--- src/rtl/ysyx_22040237_wbu.sv ---
// Writeback/commit unit: GPR file, PC, retired counter and RUN/HALT control.
// Latency: commit effects visible one cycle after the committing edge; reads are combinational.
// Backpressure: none; a commit is always accepted in RUN and ignored in HALT.
//
// Ports:
//   clk, rst            clock and synchronous active-low reset
//   commit_valid        instruction completes this cycle
//   rd_wen/addr/data    GPR write request from execute
//   jump_en/pc_jump_addr  next-PC selection
//   inst_ebreak         clean halt, a0 captured as halt_code
//   invalid_inst        abort halt, halt_code forced to -1
//   rs1/rs2_addr/data   combinational GPR read ports for decode
//   pc, halted, halt_abort, halt_code, retired  registered status
module ysyx_22040237_wbu #(
  parameter int              XLEN     = 64,
  parameter logic [XLEN-1:0] RESET_PC = 64'h8000_0000,
  parameter int              PC_STEP  = 4
) (
  input  logic            clk,
  input  logic            rst,
  input  logic            commit_valid,
  input  logic            rd_wen,
  input  logic [4:0]      rd_addr,
  input  logic [XLEN-1:0] rd_data,
  input  logic            jump_en,
  input  logic [XLEN-1:0] pc_jump_addr,
  input  logic            inst_ebreak,
  input  logic            invalid_inst,
  input  logic [4:0]      rs1_addr,
  input  logic [4:0]      rs2_addr,
  output logic [XLEN-1:0] rs1_data,
  output logic [XLEN-1:0] rs2_data,
  output logic [XLEN-1:0] pc,
  output logic            halted,
  output logic            halt_abort,
  output logic [XLEN-1:0] halt_code,
  output logic [XLEN-1:0] retired
);

  typedef enum logic {
    RUN  = 1'b0,
    HALT = 1'b1
  } state_t;

  localparam logic [XLEN-1:0] STEP = XLEN'(PC_STEP);
  localparam logic [XLEN-1:0] ONE  = XLEN'(1);

  state_t          state;
  logic [XLEN-1:0] gpr [0:31];

  // Entry 0 is reset to zero and never written, but the explicit mux keeps
  // x0 reading zero independent of array contents.
  assign rs1_data = (rs1_addr == 5'd0) ? '0 : gpr[rs1_addr];
  assign rs2_data = (rs2_addr == 5'd0) ? '0 : gpr[rs2_addr];

  assign halted = (state == HALT);

  always_ff @(posedge clk) begin
    if (!rst) begin
      state      <= RUN;
      pc         <= RESET_PC;
      halt_abort <= 1'b0;
      halt_code  <= '0;
      retired    <= '0;
      for (int i = 0; i < 32; i++) begin
        gpr[i] <= '0;
      end
    end else if (state == RUN && commit_valid) begin
      if (invalid_inst) begin
        // Abort wins over ebreak: pc stays on the faulting instruction and
        // the instruction is not counted as retired.
        state      <= HALT;
        halt_abort <= 1'b1;
        halt_code  <= '1;
      end else if (inst_ebreak) begin
        // a0 is sampled before the edge; the GPR write is suppressed anyway.
        state      <= HALT;
        halt_abort <= 1'b0;
        halt_code  <= gpr[10];
        retired    <= retired + ONE;
      end else begin
        if (rd_wen && rd_addr != 5'd0) begin
          gpr[rd_addr] <= rd_data;
        end
        pc      <= jump_en ? pc_jump_addr : pc + STEP;
        retired <= retired + ONE;
      end
    end
  end

endmodule

--- config.mk ---
export PLATFORM = sky130hd
export DESIGN_NAME = ysyx_22040237_wbu
export DESIGN_NICKNAME = d
export VERILOG_FILES = /design/src/rtl/ysyx_22040237_wbu.sv
export SDC_FILE = /design/constraint.sdc
export NUM_CORES = 2
export LEC_CHECK = 0
export ABC_AREA = 0
export ABC_CLOCK_PERIOD_IN_PS = 7220
export BUFFER_PORTS_ARGS = -buffer_cell sky130_fd_sc_hd__buf_2
export CAP_MARGIN = 20
export CORE_MARGIN = 2
export CORE_UTILIZATION = 37
export DETAILED_ROUTE_END_ITERATION = 16
export HOLD_SLACK_MARGIN = 0.15
export SYNTH_ARGS = -nofsm -noshare
export SYNTH_HDL_FRONTEND = slang
export SYNTH_SLANG_ARGS = --single-unit
--- constraint.sdc ---
create_clock -name clk -period 7.22 [get_ports clk]
set_input_delay 0 -clock clk [delete_from_list [all_inputs] [get_ports clk]]
set_output_delay 0 -clock clk [all_outputs]
set_load 0.05 [all_outputs]
==> results.sh <==
export IMPL_clock_skew_final_ps=49.6
export IMPL_p_leak_nw=49.7
export IMPL_multi_input_area_sq_um=49300
export IMPL_yosys_top_cells_count="edfxtp_1 (2048), and2_1 (1929), mux4_2 (1221)"
export IMPL_p_switching_mw=8.19
export IMPL_crit_family="buffers and inverters"
export IMPL_pin_count=472
export IMPL_yosysMostFrequentCell="edfxtp_1"
export IMPL_synth_top_family_by_area="multiplexers"
export IMPL_worstSetupStartpointType="flip-flop"
export IMPL_gp_congestion=0.896
export IMPL_dpl_instance_area_sq_um=125000
export IMPL_synthToLayoutAreaGrowth_pct=16.1
export IMPL_coreArea_sq_um=315000
export IMPL_ys_seq_elements=2242
export IMPL_max_slew_margin_rel=0.207
export IMPL_wire_per_inst_um=33.1
export IMPL_synth_compound_area_share=0.0202
export IMPL_p_int_mw=23.3
export IMPL_synth_xor_xnor_area_share=0.00433
export IMPL_cts_max_level=5
export IMPL_synthDistinctLibCells=73
export IMPL_finalSetupViolations=0
export IMPL_cts_tree="yes"
export IMPL_die_h_um=567
export IMPL_crit_chain="nor4b_4, nand3_1, nor3_2, dlygate4sd3_1, buf_4, a21o_4, buf_4"
export IMPL_total_power_mw=31.5
export IMPL_slowest_stage="buf_4"
export IMPL_synth_enable_flop_cells=2048
export IMPL_dp_hpwl_um=253000
export IMPL_synth_top_area_cell="edfxtp_1"
export IMPL_power_density_nw_per_um2=231
export IMPL_grt_usage=0.259
export IMPL_rows=206
export IMPL_fin_area_sq_um=136000
export IMPL_synthTopCellsByArea="edfxtp_1 (52%), mux4_2 (23%), and2_1 (10%)"
export IMPL_clock_latency_ps=900
export IMPL_drv_cap=0
export IMPL_required_ps=7730
export IMPL_hold_violations=0
export IMPL_synth_async_sr_flop_share=0
export IMPL_cp_common_cell="buf_4"
export IMPL_synthFlopType="edfxtp_1"
export IMPL_drive_gt1_frac=0.280
export IMPL_muxShareOfSynthArea=0.246
export IMPL_seqPwrFrac=0.468
export IMPL_post_route_drc_count=0
export IMPL_hold_slack_ps=252
export IMPL_antenna_left=0
export IMPL_dieArea_sq_um=322000
export IMPL_first_pass_iters=7
export IMPL_seqCellArea_sq_um=65400
export IMPL_grt_overflow=0
export IMPL_ys_seq_area_frac=0.557
export IMPL_clockBufferDepth=4
export IMPL_dp_cells=11900
export IMPL_crit_arrival_ps=4900
export IMPL_final_max_slew_viol_count=0
export IMPL_max_freq_mhz=227
export IMPL_final_cells=12800
export IMPL_max_stage_delay_ps=810
export IMPL_wl_um=423000
export IMPL_fillers=27800
export IMPL_clockRootBuffer="clkbuf_16"
export IMPL_drt_iter0_drc=11500
export IMPL_synth_simple_area_share=0.142
export IMPL_die_w_um=567
export IMPL_path_clk_slew_ps=60
export IMPL_cts_num_sinks=2242
export IMPL_status="completed"
export IMPL_start_util=0.372
export IMPL_finalNetCount=8524
export IMPL_period_minus_slack_ps=4400
export IMPL_io_buffer_count=471
export IMPL_antenna_found_initial=61
export IMPL_vias_per_cell=6.06
export IMPL_worstPathBufferInverterCount=3
export IMPL_tightest_slew_ps=1180
export IMPL_syn_inst=7846
export IMPL_synth_fa_ha_area_frac=0.000213
export IMPL_switching_share=0.260
export IMPL_synth_top_area_frac=0.524
export IMPL_avgSynthCellArea_sq_um=15.0
export IMPL_vdd_drop_max_uv=178
export IMPL_ys_warn_count=0
export IMPL_worst_hold_path_type="in2reg"
export IMPL_syn_area_sq_um=117000
export IMPL_cp_end_kind="flip-flop"
export IMPL_grt_pass1_wl_um=596000
export IMPL_grt_max_degree=136
export IMPL_min_period_over_period=0.609
export IMPL_final_setup_tns_ps=0
export IMPL_cts_buffers=262
export IMPL_rsz0062_at_grt="false"
export IMPL_p_comb_frac=0.116
export IMPL_critPathMaxFanout=37
export IMPL_setup_worst_path_class="reg2reg"
export IMPL_grt_pass1_vias=78600
export IMPL_vias=77200
export IMPL_clock_power_share=0.416
==> layout by cell type, fill, tap and decap left out, types with 69 or more instances in the layout <==
master,instances
a21oi_1,111
and2_1,1929
and3_1,93
buf_2,458
buf_4,156
clkbuf_16,269
dfxtp_1,194
dlygate4sd3_1,348
edfxtp_1,2048
inv_1,89
mux2i_1,69
mux4_2,1221
nand2_1,211
nor2_1,257
nor3_1,166
o21ai_0,162
==> repair_timing <==
action	in CTS	in global routing
hold buffers	348	0
gates resized for setup	0	0
setup buffers	0	0
endpoints found under the hold margin	2174	0
==> metal layers <==
layer	GRT usage	wire length (um)	up-vias
li1	-	-	31000
met1	0.345	160000	40200
met2	0.414	198000	5036
met3	0.0511	44500	1037
met4	0.109	19800	8
met5	0	56	-
==> final timing paths <==
path,to,cells past startpoint,startpoint,slack [ps]
worst max-delay path,gpr[4][35],7,halted,2820
worst min-delay path,gpr[8][11],3,rd_addr[2],250
worst min register to register,halt_code[35],2,halt_code[35],490
worst max register to register,gpr[4][35],7,halted,2820
==> tightest hold or removal path, delay by kind of cell <==
kind                   cells  cell delay (ps)
AND/OR/NAND/NOR            1              480
buffers and inverters      1              160
AO/OA/AOI/OAI              1              270
==> stage by stage <==
| step | worst slack (ps) | utilization |
|---|---|---|
| floorplan | 503 | - |
| finish | 2820 | 0.432 |
| detailed placement | 2930 | 0.395 |
| global route | 2710 | 0.432 |
| global placement | 2850 | 0.395 |
| CTS | 2890 | 0.432 |
==> power groups by stage <==
stage	combinational [mW]	clock, mW	sequential (mW)
6_report	3.65	13.1	14.7
5_1_grt	3.78	13.7	14.8
4_1_cts	3.63	13.2	14.7
3_5_place_dp	3.48	0	15.0
3_3_place_gp	3.46	0	15.0
2_1_floorplan	2.09	0	15.1
==> cell type report <==
cell class                      instances  share of cell area
Multi-Input combinational cell       4770               0.362
Tap cell                             4160              0.0382
Clock buffer                          332              0.0516
Sequential cell                      2242               0.480
Timing Repair Buffer                 1006              0.0573
Inverter                               90             0.00253
Clock inverter                        124             0.00836
Antenna cell                           28            0.000514
==> sequential cells by signal, indices dropped and copies added, names as in the netlist <==
name and cells:
halt_code 64, halt_abort 1, pc 64, halted 1
gpr 2048, retired 64
==> cells by family (layout without fill, tap and decap cells) <==
| kind of cell | after synthesis | count (layout) |
|---|---|---|
| AND/OR/NAND/NOR | 2876 | 2876 |
| other | 1 | 92 |
| AO/OA/AOI/OAI | 418 | 418 |
| XOR/XNOR | 58 | 58 |
| buffers and inverters | 897 | 1552 |
| adder cells (fa/ha/maj) | 2 | 2 |
| flip-flops | 2242 | 2242 |
| multiplexers | 1352 | 1352 |
Power figures use the tool's default switching activity.
